**src/rtl/u1_prefetch_scheduler_pkg.sv**
```systemverilog
// Shared types and constants for the u1 prefetch scheduler: FSM states,
// BRAM request opcodes and the u1 word-address region.
package u1_prefetch_scheduler_pkg;

    typedef enum logic [1:0] {
        ST_IDLE  = 2'd0,
        ST_RUN   = 2'd1,
        ST_DRAIN = 2'd2
    } state_e;

    localparam logic BRAM_OP_RD = 1'b0;
    localparam logic BRAM_OP_WR = 1'b1;

    localparam int                   U1_ADDR_W     = 13;
    localparam logic [U1_ADDR_W-1:0] U1_ADDR_FIRST = 13'h0000;
    localparam logic [U1_ADDR_W-1:0] U1_ADDR_LAST  = 13'h1FFF;

endpackage

```
**src/rtl/u1_prefetch_scheduler_credit_counter.sv**
```systemverilog
// Saturating up/down counter; inc and dec together hold the count, and it
// never wraps past MAX or below zero.
module credit_counter #(
    parameter int MAX     = 16,
    parameter int RST_VAL = 0,
    parameter int W       = $clog2(MAX + 1)
) (
    input  logic         clk,
    input  logic         rst_n,
    input  logic         inc,
    input  logic         dec,
    output logic [W-1:0] count
);

    logic [W-1:0] count_d;
    logic [W-1:0] count_q;

    always_comb begin
        count_d = count_q;
        if (inc && !dec && (count_q != W'(MAX))) begin
            count_d = count_q + W'(1);
        end else if (dec && !inc && (count_q != '0)) begin
            count_d = count_q - W'(1);
        end
    end

    always_ff @(posedge clk or negedge rst_n) begin
        if (!rst_n) begin
            count_q <= W'(RST_VAL);
        end else begin
            count_q <= count_d;
        end
    end

    assign count = count_q;

endmodule

```
**src/rtl/u1_prefetch_scheduler.sv**
```systemverilog
// Arbitrates the shared u1 BRAM port between DMA writes and credit-gated
// prefetch reads that stream a configured window into the CPU data FIFO.
//
// state    | meaning
// ST_IDLE  | no job; only DMA writes are granted
// ST_RUN   | reads issue while words remain and FIFO credit exists
// ST_DRAIN | all reads issued; waiting for in-flight data to return
module u1_prefetch_scheduler
    import u1_prefetch_scheduler_pkg::*;
#(
    parameter int ADDR_W        = 13,
    parameter int DATA_W        = 32,
    parameter int FIFO_DEPTH    = 16,
    parameter int MAX_WR_STREAK = 8
) (
    input  logic              wb_clk_i,
    input  logic              wb_rst_ni,
    input  logic              cfg_start,
    input  logic [ADDR_W-1:0] cfg_base,
    input  logic [ADDR_W-1:0] cfg_len,
    output logic              busy,
    output logic              done,
    output logic              err_rd_unexp,
    input  logic              dma_w_valid,
    input  logic [ADDR_W-1:0] dma_w_addr,
    input  logic [DATA_W-1:0] dma_w_data,
    output logic              dma_w_ready,
    output logic              bram_wr,
    output logic              bram_in_valid,
    output logic [ADDR_W-1:0] bram_addr,
    output logic [DATA_W-1:0] bram_data_in,
    input  logic              bram_rd_valid,
    input  logic [DATA_W-1:0] bram_rd_data,
    output logic              fifo_push,
    output logic [DATA_W-1:0] fifo_data,
    input  logic              fifo_pop
);

    localparam int CW = $clog2(FIFO_DEPTH + 1);
    localparam int SW = $clog2(MAX_WR_STREAK + 1);

    state_e            state_q, state_d;
    logic [ADDR_W:0]   remaining_q, remaining_d;
    logic [ADDR_W-1:0] rd_addr_q, rd_addr_d;
    logic [SW-1:0]     streak_q, streak_d;
    logic              busy_q, busy_d;
    logic              done_q, done_d;
    logic              err_q, err_d;
    logic              bram_wr_q, bram_wr_d;
    logic              bram_in_valid_q, bram_in_valid_d;
    logic [ADDR_W-1:0] bram_addr_q, bram_addr_d;
    logic [DATA_W-1:0] bram_data_q, bram_data_d;
    logic              fifo_push_q, fifo_push_d;
    logic [DATA_W-1:0] fifo_data_q, fifo_data_d;

    logic [CW-1:0] credit;
    logic [CW-1:0] inflight;
    logic          rd_elig;
    logic          wr_grant;
    logic          rd_grant;
    logic          rd_accept;

    // Writes lose the port only once they have hogged it for a full streak
    // while a read is waiting.
    assign rd_elig     = (state_q == ST_RUN) && (remaining_q != '0) && (credit != '0);
    assign dma_w_ready = !rd_elig || (streak_q < SW'(MAX_WR_STREAK));
    assign wr_grant    = dma_w_valid && dma_w_ready;
    assign rd_grant    = rd_elig && !wr_grant;
    assign rd_accept   = bram_rd_valid && (inflight != '0);

    credit_counter #(.MAX(FIFO_DEPTH), .RST_VAL(FIFO_DEPTH), .W(CW)) u_credit (
        .clk   (wb_clk_i),
        .rst_n (wb_rst_ni),
        .inc   (fifo_pop),
        .dec   (rd_grant),
        .count (credit)
    );

    credit_counter #(.MAX(FIFO_DEPTH), .RST_VAL(0), .W(CW)) u_inflight (
        .clk   (wb_clk_i),
        .rst_n (wb_rst_ni),
        .inc   (rd_grant),
        .dec   (bram_rd_valid),
        .count (inflight)
    );

    always_comb begin
        state_d     = state_q;
        remaining_d = remaining_q;
        rd_addr_d   = rd_addr_q;
        done_d      = 1'b0;
        if (wr_grant) begin
            streak_d = (streak_q == SW'(MAX_WR_STREAK)) ? streak_q : streak_q + SW'(1);
        end else begin
            streak_d = '0;
        end

        case (state_q)
            ST_IDLE: begin
                if (cfg_start) begin
                    streak_d = '0;
                    if (cfg_len != '0) begin
                        state_d     = ST_RUN;
                        rd_addr_d   = cfg_base;
                        remaining_d = {1'b0, cfg_len};
                    end else begin
                        done_d = 1'b1;
                    end
                end
            end
            ST_RUN: begin
                if (rd_grant) begin
                    rd_addr_d   = (rd_addr_q == ADDR_W'(U1_ADDR_LAST)) ? ADDR_W'(U1_ADDR_FIRST)
                                                                      : rd_addr_q + ADDR_W'(1);
                    remaining_d = remaining_q - (ADDR_W + 1)'(1);
                    if (remaining_q == (ADDR_W + 1)'(1)) begin
                        state_d = ST_DRAIN;
                    end
                end
            end
            ST_DRAIN: begin
                if (inflight == '0) begin
                    state_d = ST_IDLE;
                    done_d  = 1'b1;
                end
            end
            default: state_d = ST_IDLE;
        endcase

        busy_d          = (state_d != ST_IDLE);
        err_d           = err_q || (bram_rd_valid && (inflight == '0));
        bram_in_valid_d = wr_grant || rd_grant;
        bram_wr_d       = wr_grant ? BRAM_OP_WR : BRAM_OP_RD;
        bram_addr_d     = wr_grant ? dma_w_addr : (rd_grant ? rd_addr_q : '0);
        bram_data_d     = wr_grant ? dma_w_data : '0;
        fifo_push_d     = rd_accept;
        fifo_data_d     = rd_accept ? bram_rd_data : '0;
    end

    always_ff @(posedge wb_clk_i or negedge wb_rst_ni) begin
        if (!wb_rst_ni) begin
            state_q         <= ST_IDLE;
            remaining_q     <= '0;
            rd_addr_q       <= '0;
            streak_q        <= '0;
            busy_q          <= 1'b0;
            done_q          <= 1'b0;
            err_q           <= 1'b0;
            bram_wr_q       <= 1'b0;
            bram_in_valid_q <= 1'b0;
            bram_addr_q     <= '0;
            bram_data_q     <= '0;
            fifo_push_q     <= 1'b0;
            fifo_data_q     <= '0;
        end else begin
            state_q         <= state_d;
            remaining_q     <= remaining_d;
            rd_addr_q       <= rd_addr_d;
            streak_q        <= streak_d;
            busy_q          <= busy_d;
            done_q          <= done_d;
            err_q           <= err_d;
            bram_wr_q       <= bram_wr_d;
            bram_in_valid_q <= bram_in_valid_d;
            bram_addr_q     <= bram_addr_d;
            bram_data_q     <= bram_data_d;
            fifo_push_q     <= fifo_push_d;
            fifo_data_q     <= fifo_data_d;
        end
    end

    assign busy          = busy_q;
    assign done          = done_q;
    assign err_rd_unexp  = err_q;
    assign bram_wr       = bram_wr_q;
    assign bram_in_valid = bram_in_valid_q;
    assign bram_addr     = bram_addr_q;
    assign bram_data_in  = bram_data_q;
    assign fifo_push     = fifo_push_q;
    assign fifo_data     = fifo_data_q;

endmodule

```
**config.mk**
```make
export PLATFORM = sky130hd
export DESIGN_NAME = u1_prefetch_scheduler
export DESIGN_NICKNAME = d
export VERILOG_FILES = /design/src/rtl/u1_prefetch_scheduler_pkg.sv /design/src/rtl/u1_prefetch_scheduler_credit_counter.sv /design/src/rtl/u1_prefetch_scheduler.sv
export SDC_FILE = /design/constraint.sdc
export NUM_CORES = 1
export LEC_CHECK = 0
export BUFFER_PORTS_ARGS = -buffer_cell sky130_fd_sc_hd__buf_4
export CELL_PAD_IN_SITES_DETAIL_PLACEMENT = 1
export CELL_PAD_IN_SITES_GLOBAL_PLACEMENT = 1
export CORE_UTILIZATION = 35
export DETAILED_ROUTE_END_ITERATION = 10
export PLACE_DENSITY = 0.72
export SLEW_MARGIN = 20
export SYNTH_ARGS = -nofsm -noshare
export SYNTH_HDL_FRONTEND = slang
export SYNTH_SLANG_ARGS = --single-unit
```
**constraint.sdc**
```tcl
create_clock -name wb_clk_i -period 8.43 [get_ports wb_clk_i]
set_clock_uncertainty 0.2 [all_clocks]
set_input_delay 2.1075 -clock wb_clk_i [delete_from_list [all_inputs] [get_ports wb_clk_i]]
set_output_delay 2.1075 -clock wb_clk_i [all_outputs]
set_load 0.05 [all_outputs]
```
==> reports/qor.csv, run 1 <==
stage,metric,value,unit
outcome,status,finished clean,
run,total of max-cap violations,0,
timing,final worst slack,3.561,ns
power_and_ir_drop,Leak Pwr,3.764,nW
clock_network,clock sinks,126,
synth,Seq cells post-synth,126,
synth,"Seq/Total Area, Yosys",0.5611,
timing,final setup violating endpoints,0,
timing,fin. max-slew vios,0,
finish,Finished Cell Area,0.007835,mm2
clock_network,Clock transition at path regs,0.06,ns
synth,ys async rst share,1.000,
power_and_ir_drop,total power,0.002427,W
power_and_ir_drop,Max VDD drop,0.1622,mV
worst_setup_path,"Max FO, Critical Path",17,
worst_setup_path,CP Data Arrival Time,4.95,ns
finish,NumNets Final,831,
floorplanning,Die ar.,0.01657,mm2
clock_network,Post-CTS Resized,0,
drt,Detail Route Antenna Nets,0,
worst_setup_path,start point of the critical path,dma_w_valid,
drt,final WL,16.63,mm
worst_setup_path,Crit Path Category,primary input to flop,
finish,Diodes inserted,0,
clock_network,Hold Buf Count CTS,0,
worst_hold_path,Hold Crit Class,flop to flop,
timing,Fmax,0.2054,GHz
worst_setup_path,Critical Path Start Type,primary input,
clock_network,htree depth,4,
timing,period utilization,0.5776,
synth,area share of the largest cell type after synthesis,0.5564,
finish,Area Overhead vs Synth,39.37,%
placement,placed instance area,0.007226,mm2
synth,number of synthesized flops with an enable pin,0,
grt,antenna violations before repair,0,
placement,IO Port Bufs,192,
worst_setup_path,R2R Path Start,remaining_q[0],
placement,Post-Place Setup Slack,3.134,ns
drt,routed len/inst,17.85,um
timing,fin crit period,4.869,ns
drt,initial drt markers,194,
finish,layout cells sized above 1,0.3329,
synth,Mean Syn Cell Area,10.77,um2
timing,Worst slew margin,0.3683,
synth,syn nets,644,
grt,Total GRT Usage,0.2115,
clock_network,CTS tree,done,
drt,vias per inst,5.224,
timing,Worst Tran Pin Value,0.9476,ns
floorplanning,row count,45,
timing,final hold viol count,0,
floorplanning,Die Ht,128.7,um
timing,RSZ-0062 raised after global routing,no,
timing,Setup TNS Final,0,ns
drt,TritonRoute pass-1 iters,5,
power_and_ir_drop,power density over the cells,309.8,mW/mm2
synth,Cells after Synth,522,
clock_network,Clock Tree Root,clkbuf_16,
synth,Unique masters post-synth,60,
synth,yosys warns,0,
drt,DRC violations left,0,
worst_setup_path,crit end category,flop,
finish,"most common cell after layout, fill and taps aside",buf_4,
grt,first-pass GRT wire length,26.59,mm
grt,grt total ovfl,0,
synth,Synth area leaders,"dfrtp_1, and2_1, and3_1, o21ai_0, a21oi_1",
synth,ys flop type,dfrtp_1,
floorplanning,Die W,128.7,um
floorplanning,initial core utilization,0.3644,
worst_hold_path,HP Start,err_rd_unexp,
clock_network,clock latency on the worst-skew pair,0.42,ns
clock_network,CTS max path bufs,2,
clock_network,Post-CTS Setup Inserts,0,
synth,leading area contributor after synthesis,dfrtp_1,
finish,most frequent cells in the layout,"buf_4, dfrtp_1, nand2_1, o21ai_0",
drt,via count,4869,
floorplanning,core area,0.01543,mm2
floorplanning,Ports,193,
clock_network,number of CTS-inserted buffers,17,
worst_setup_path,Worst Path Required,8.51,ns
grt,vias in the first global route,5095,
placement,Placer Congestion,0.8475,
synth,netlist area before placement,0.005622,mm2
placement,dpl hpwl,12.05,mm
grt,largest net degree at the start of global routing,75,
## synth_stat cells, types with 2 or more instances
master and count:
a22o_1 11, mux2_1 2, a21oi_1 34, dfrtp_1 125, a22oi_1 3, buf_2 5, o21ai_0 35, o22ai_1 6
a211oi_1 6, nand3b_1 2, ha_1 11, and2_1 34, o41ai_1 3, nand3_1 6, nor4_2 3, and4_1 2
a221oi_1 2, nand4_1 9, nand2_1 35, a21o_1 6, nor3_1 8, buf_4 4, mux2i_1 6, fa_1 2
inv_1 17, clkbuf_1 17, o2bb2ai_1 6, or3_1 2, a31oi_1 2, nand2b_1 5, nor2_1 33, o31ai_1 2
a32oi_1 3, xnor2_1 5, xor2_1 4, nor4_1 7, and3_1 34, nor3b_1 3
## routing by layer
layer / global-route usage / wire (um)
met1: 0.2651 / 7172
met2: 0.3533 / 8126
met3: 0.05655 / 1070
met5: 0 / 0
met4: 0.07197 / 263
## logic make-up after synthesis
kind of cell	Yosys count	synth area share
AOI/OAI and AO/OA	127	0.1489
xor gates and xnor gates	9	0.01402
adders and majority gates	13	0.03160
buffers and inverters	46	0.03605
DFF	126	0.5611
muxes	10	0.02070
and+or+nand+nor	191	0.1876
## registers in the layout, summed over array words and instances, names as in the netlist
name and count:
bram_data_in 32, fifo_data 32, remaining_q 14, bram_addr 13
rd_addr_q 13, u_credit.count 5, u_inflight.count 5, streak_q 4
state_q 2, bram_in_valid 1, bram_wr 1, busy 1
done 1, err_rd_unexp 1, fifo_push 1
## through the flow
stage / util / cells / hold slack [ns]
floorplan: - / 522 / 0.2878
global placement: 0.4684 / 901 / 0.2449
detailed placement: 0.4684 / 901 / 0.2537
CTS: 0.5070 / 932 / 0.2642
global route: 0.5079 / 932 / 0.2834
finish: 0.5079 / 932 / 0.2559
## final timing paths
path | end | cells after the start | slack, ns
setup reg to reg | u_inflight.count[4] | 11 | 4.36
setup / recovery | u_inflight.count[4] | 10 | 3.56
hold reg to reg | err_rd_unexp | 1 | 0.26
min in group asynchronous | fifo_data[30] | 1 | 1.64
hold / removal | err_rd_unexp | 1 | 0.26
max in group asynchronous | u_inflight.count[4] | 2 | 5.08
## layout make-up
cell class              instances  area (um2)
fillers                      1765        7592
flip-flops and latches        126        3154
multi-input cells             350        2278
repair buffers                197        1479
clock buffers                  19       432.9
well taps                     211       264.0
clock inverters                12       162.7
inverters                      17       63.81
## where the power goes
group	internal [W]	switching [W]	total (W)	leakage (nW)
registers	0.000742	0.000139	0.000881	1.57
clock network	0.000465	0.000278	0.000743	0.272
logic	0.000309	0.000493	0.000803	1.92
total	0.00152	0.000911	0.00243	3.76
## critical path, cell delays in order
cell and delay (ns):
buf_4 0.11, inv_1 0.12, o221ai_4 0.15, nor2_2 0.68, nand2_1 0.31, fa_1 0.50, a21o_1 0.17, a21oi_1 0.25
nand2_1 0.08, mux4_2 0.46
Power figures use the tool's default switching activity.
==> run 2: changes to the inputs <==
clock period = 4.9 ns   (was 8.43 ns; I/O delays follow)
==> run 2 against run 1 <==
  * Combinational power up 74%
  * Sequential share of layout area fell by 0.21 points
  * Die area did not move
  * Final area grew 0.53%
  * Register-to-register slack got worse by 3.2 ns
  * First-iteration DRC count grew 25%
  * Wire length hardly changed
  * Total power is 73% higher
  * Setup slack lost 2.5 ns
  * Highest routed layer unchanged
==> reports/qor.csv, run 2 (synthesis gave the netlist of run 1 again) <==
stage,metric,value,unit,change
outcome,status,finished clean,,unchanged
finish,Diodes inserted,0,,unchanged
clock_network,Hold Buf Count CTS,0,,unchanged
finish,Area Overhead vs Synth,40.11,%,was 39.37%
timing,period utilization,0.7905,,
placement,dpl hpwl,12.17,mm,was 12.05 mm
grt,met2 Track Usage GR,0.3669,,was 0.3533
grt,grt total ovfl,0,,unchanged
finish,area of the multi-input gates,0.002267,mm2,was 0.002278 mm2
clock_network,htree depth,4,,unchanged
timing,Worst slew margin,0.3324,,was 0.3683
floorplanning,Ports,193,,unchanged
clock_network,CTS max path bufs,2,,unchanged
drt,routed len/inst,17.74,um,was 17.85 um
grt,Total GRT Usage,0.2112,,was 0.2115
drt,initial drt markers,243,,was 194
clock_network,clock sinks,126,,unchanged
grt,antenna violations before repair,0,,unchanged
drt,vias per inst,5.132,,was 5.224
worst_setup_path,CP Data Arrival Time,2.45,ns,was 4.95 ns
worst_setup_path,Crit Path Category,flop to primary output,,was primary input to flop
worst_setup_path,Worst Path Required,3.47,ns,was 8.51 ns
placement,Placer Congestion,0.8325,,was 0.8475
timing,fin. max-slew vios,0,,unchanged
worst_hold_path,Hold Crit Class,flop to flop,,unchanged
finish,"most common cell after layout, fill and taps aside",buf_4,,unchanged
grt,vias in the first global route,5175,,was 5095
timing,Worst Tran Pin Value,1.001,ns,was 0.9476 ns
placement,Post-Place Setup Slack,0.9301,ns,was 3.134 ns
placement,IO Port Bufs,192,,unchanged
worst_setup_path,"Max FO, Critical Path",9,,was 17
timing,final worst slack,1.027,ns,was 3.561 ns
finish,layout cells sized above 1,0.3402,,was 0.3329
clock_network,CTS tree,done,,unchanged
drt,Detail Route Antenna Nets,0,,unchanged
drt,TritonRoute pass-1 iters,4,,was 5
clock_network,Post-CTS Resized,0,,unchanged
grt,largest net degree at the start of global routing,76,,was 75
worst_setup_path,worst reg2reg path depth,12,,was 11
floorplanning,Die ar.,0.01657,mm2,unchanged
grt,global routing's busiest layer,met2,,unchanged
worst_setup_path,Critical Path Start Type,flop,,was primary input
timing,Setup TNS Final,0,ns,unchanged
floorplanning,Die W,128.7,um,unchanged
clock_network,Post-CTS Setup Inserts,0,,unchanged
grt,first-pass GRT wire length,26.84,mm,was 26.59 mm
timing,fin crit period,3.873,ns,
finish,most frequent cells in the layout,"buf_4, dfrtp_1, nand2_1, o21ai_0",,unchanged
clock_network,Clock transition at path regs,0.06,ns,about the same
timing,Fmax,0.2582,GHz,
clock_network,clock latency on the worst-skew pair,0.41,ns,was 0.42 ns
grt,met1 usage,0.2537,,was 0.2651
floorplanning,initial core utilization,0.3644,,unchanged
clock_network,Clock Tree Root,clkbuf_16,,unchanged
power_and_ir_drop,Max VDD drop,0.2385,mV,was 0.1622 mV
floorplanning,Die Ht,128.7,um,unchanged
floorplanning,row count,45,,unchanged
worst_setup_path,crit end category,primary output,,was flop
finish,fillcell total,1723,,was 1765
finish,NumNets Final,835,,was 831
timing,final setup violating endpoints,0,,unchanged
timing,final hold viol count,0,,unchanged
floorplanning,core area,0.01543,mm2,unchanged
run,total of max-cap violations,0,,unchanged
grt,GR Util met3,0.05031,,was 0.05655
clock_network,number of CTS-inserted buffers,17,,unchanged
worst_hold_path,hold path depth,1,,unchanged
drt,DRC violations left,0,,unchanged
finish,register area,0.003154,mm2,unchanged
drt,final WL,16.63,mm,about the same
timing,RSZ-0062 raised after global routing,no,,unchanged
power_and_ir_drop,power density over the cells,533.2,mW/mm2,was 309.8 mW/mm2
drt,via count,4809,,was 4869
power_and_ir_drop,Leak Pwr,3.801,nW,was 3.764 nW
run 2: stage by stage:
step           total power (W)  std cells  instance area (um2)  hold WS, ns  utilization
2_1_floorplan         0.002445        522                 5622       0.2878            -
3_3_place_gp          0.002849        905                 7268       0.2404       0.4711
3_5_place_dp          0.002928        905                 7268       0.2761       0.4711
4_1_cts               0.004235        937                 7874       0.2869       0.5104
5_1_grt               0.004437        937                 7876       0.3048       0.5105
6_report              0.004200        937                 7876       0.2757       0.5105
run 2: routing by layer:
layer / vias up / part of all wire / wire, um
li1: 2248 / - / -
met1: 2337 / 0.41 / 6842
met2: 200 / 0.49 / 8226
met3: 24 / 0.076 / 1262
met4: 0 / 0.018 / 297
met5: - / 0 / 0
run 2: final timing paths:
kind | from | to | slack, ns
max | remaining_q[0] | dma_w_ready | 1.03
max reg2reg | remaining_q[0] | u_credit.count[4] | 1.16
min | err_rd_unexp | err_rd_unexp | 0.28
min reg2reg | err_rd_unexp | err_rd_unexp | 0.28
max in group asynchronous | wb_rst_ni | u_credit.count[4] | 2.96
min in group asynchronous | wb_rst_ni | bram_data_in[17] | 0.65
run 2: cell type report:
cell class	count	area share
flip-flops and latches	126	0.4005
multi-input cells	350	0.2878
repair buffers	201	0.1932
clock buffers	18	0.05576
well taps	211	0.03352
clock inverters	14	0.02113
inverters	17	0.008102
run 2: report_power, final:
group	leakage, nW	switching [W]	internal [W]	total [W]
clock network	0.288	0.000459	0.000811	0.00127
registers	1.57	0.000249	0.00128	0.00153
logic	1.94	0.000859	0.000544	0.00140
run 2: critical path: stages, from the launching register on:
cell	delay, ns
dfrtp_1	0.41
inv_1	0.13
ha_1	0.22
nor3b_1	0.38
and4_1	0.47
or3_1	0.20
buf_4	0.22
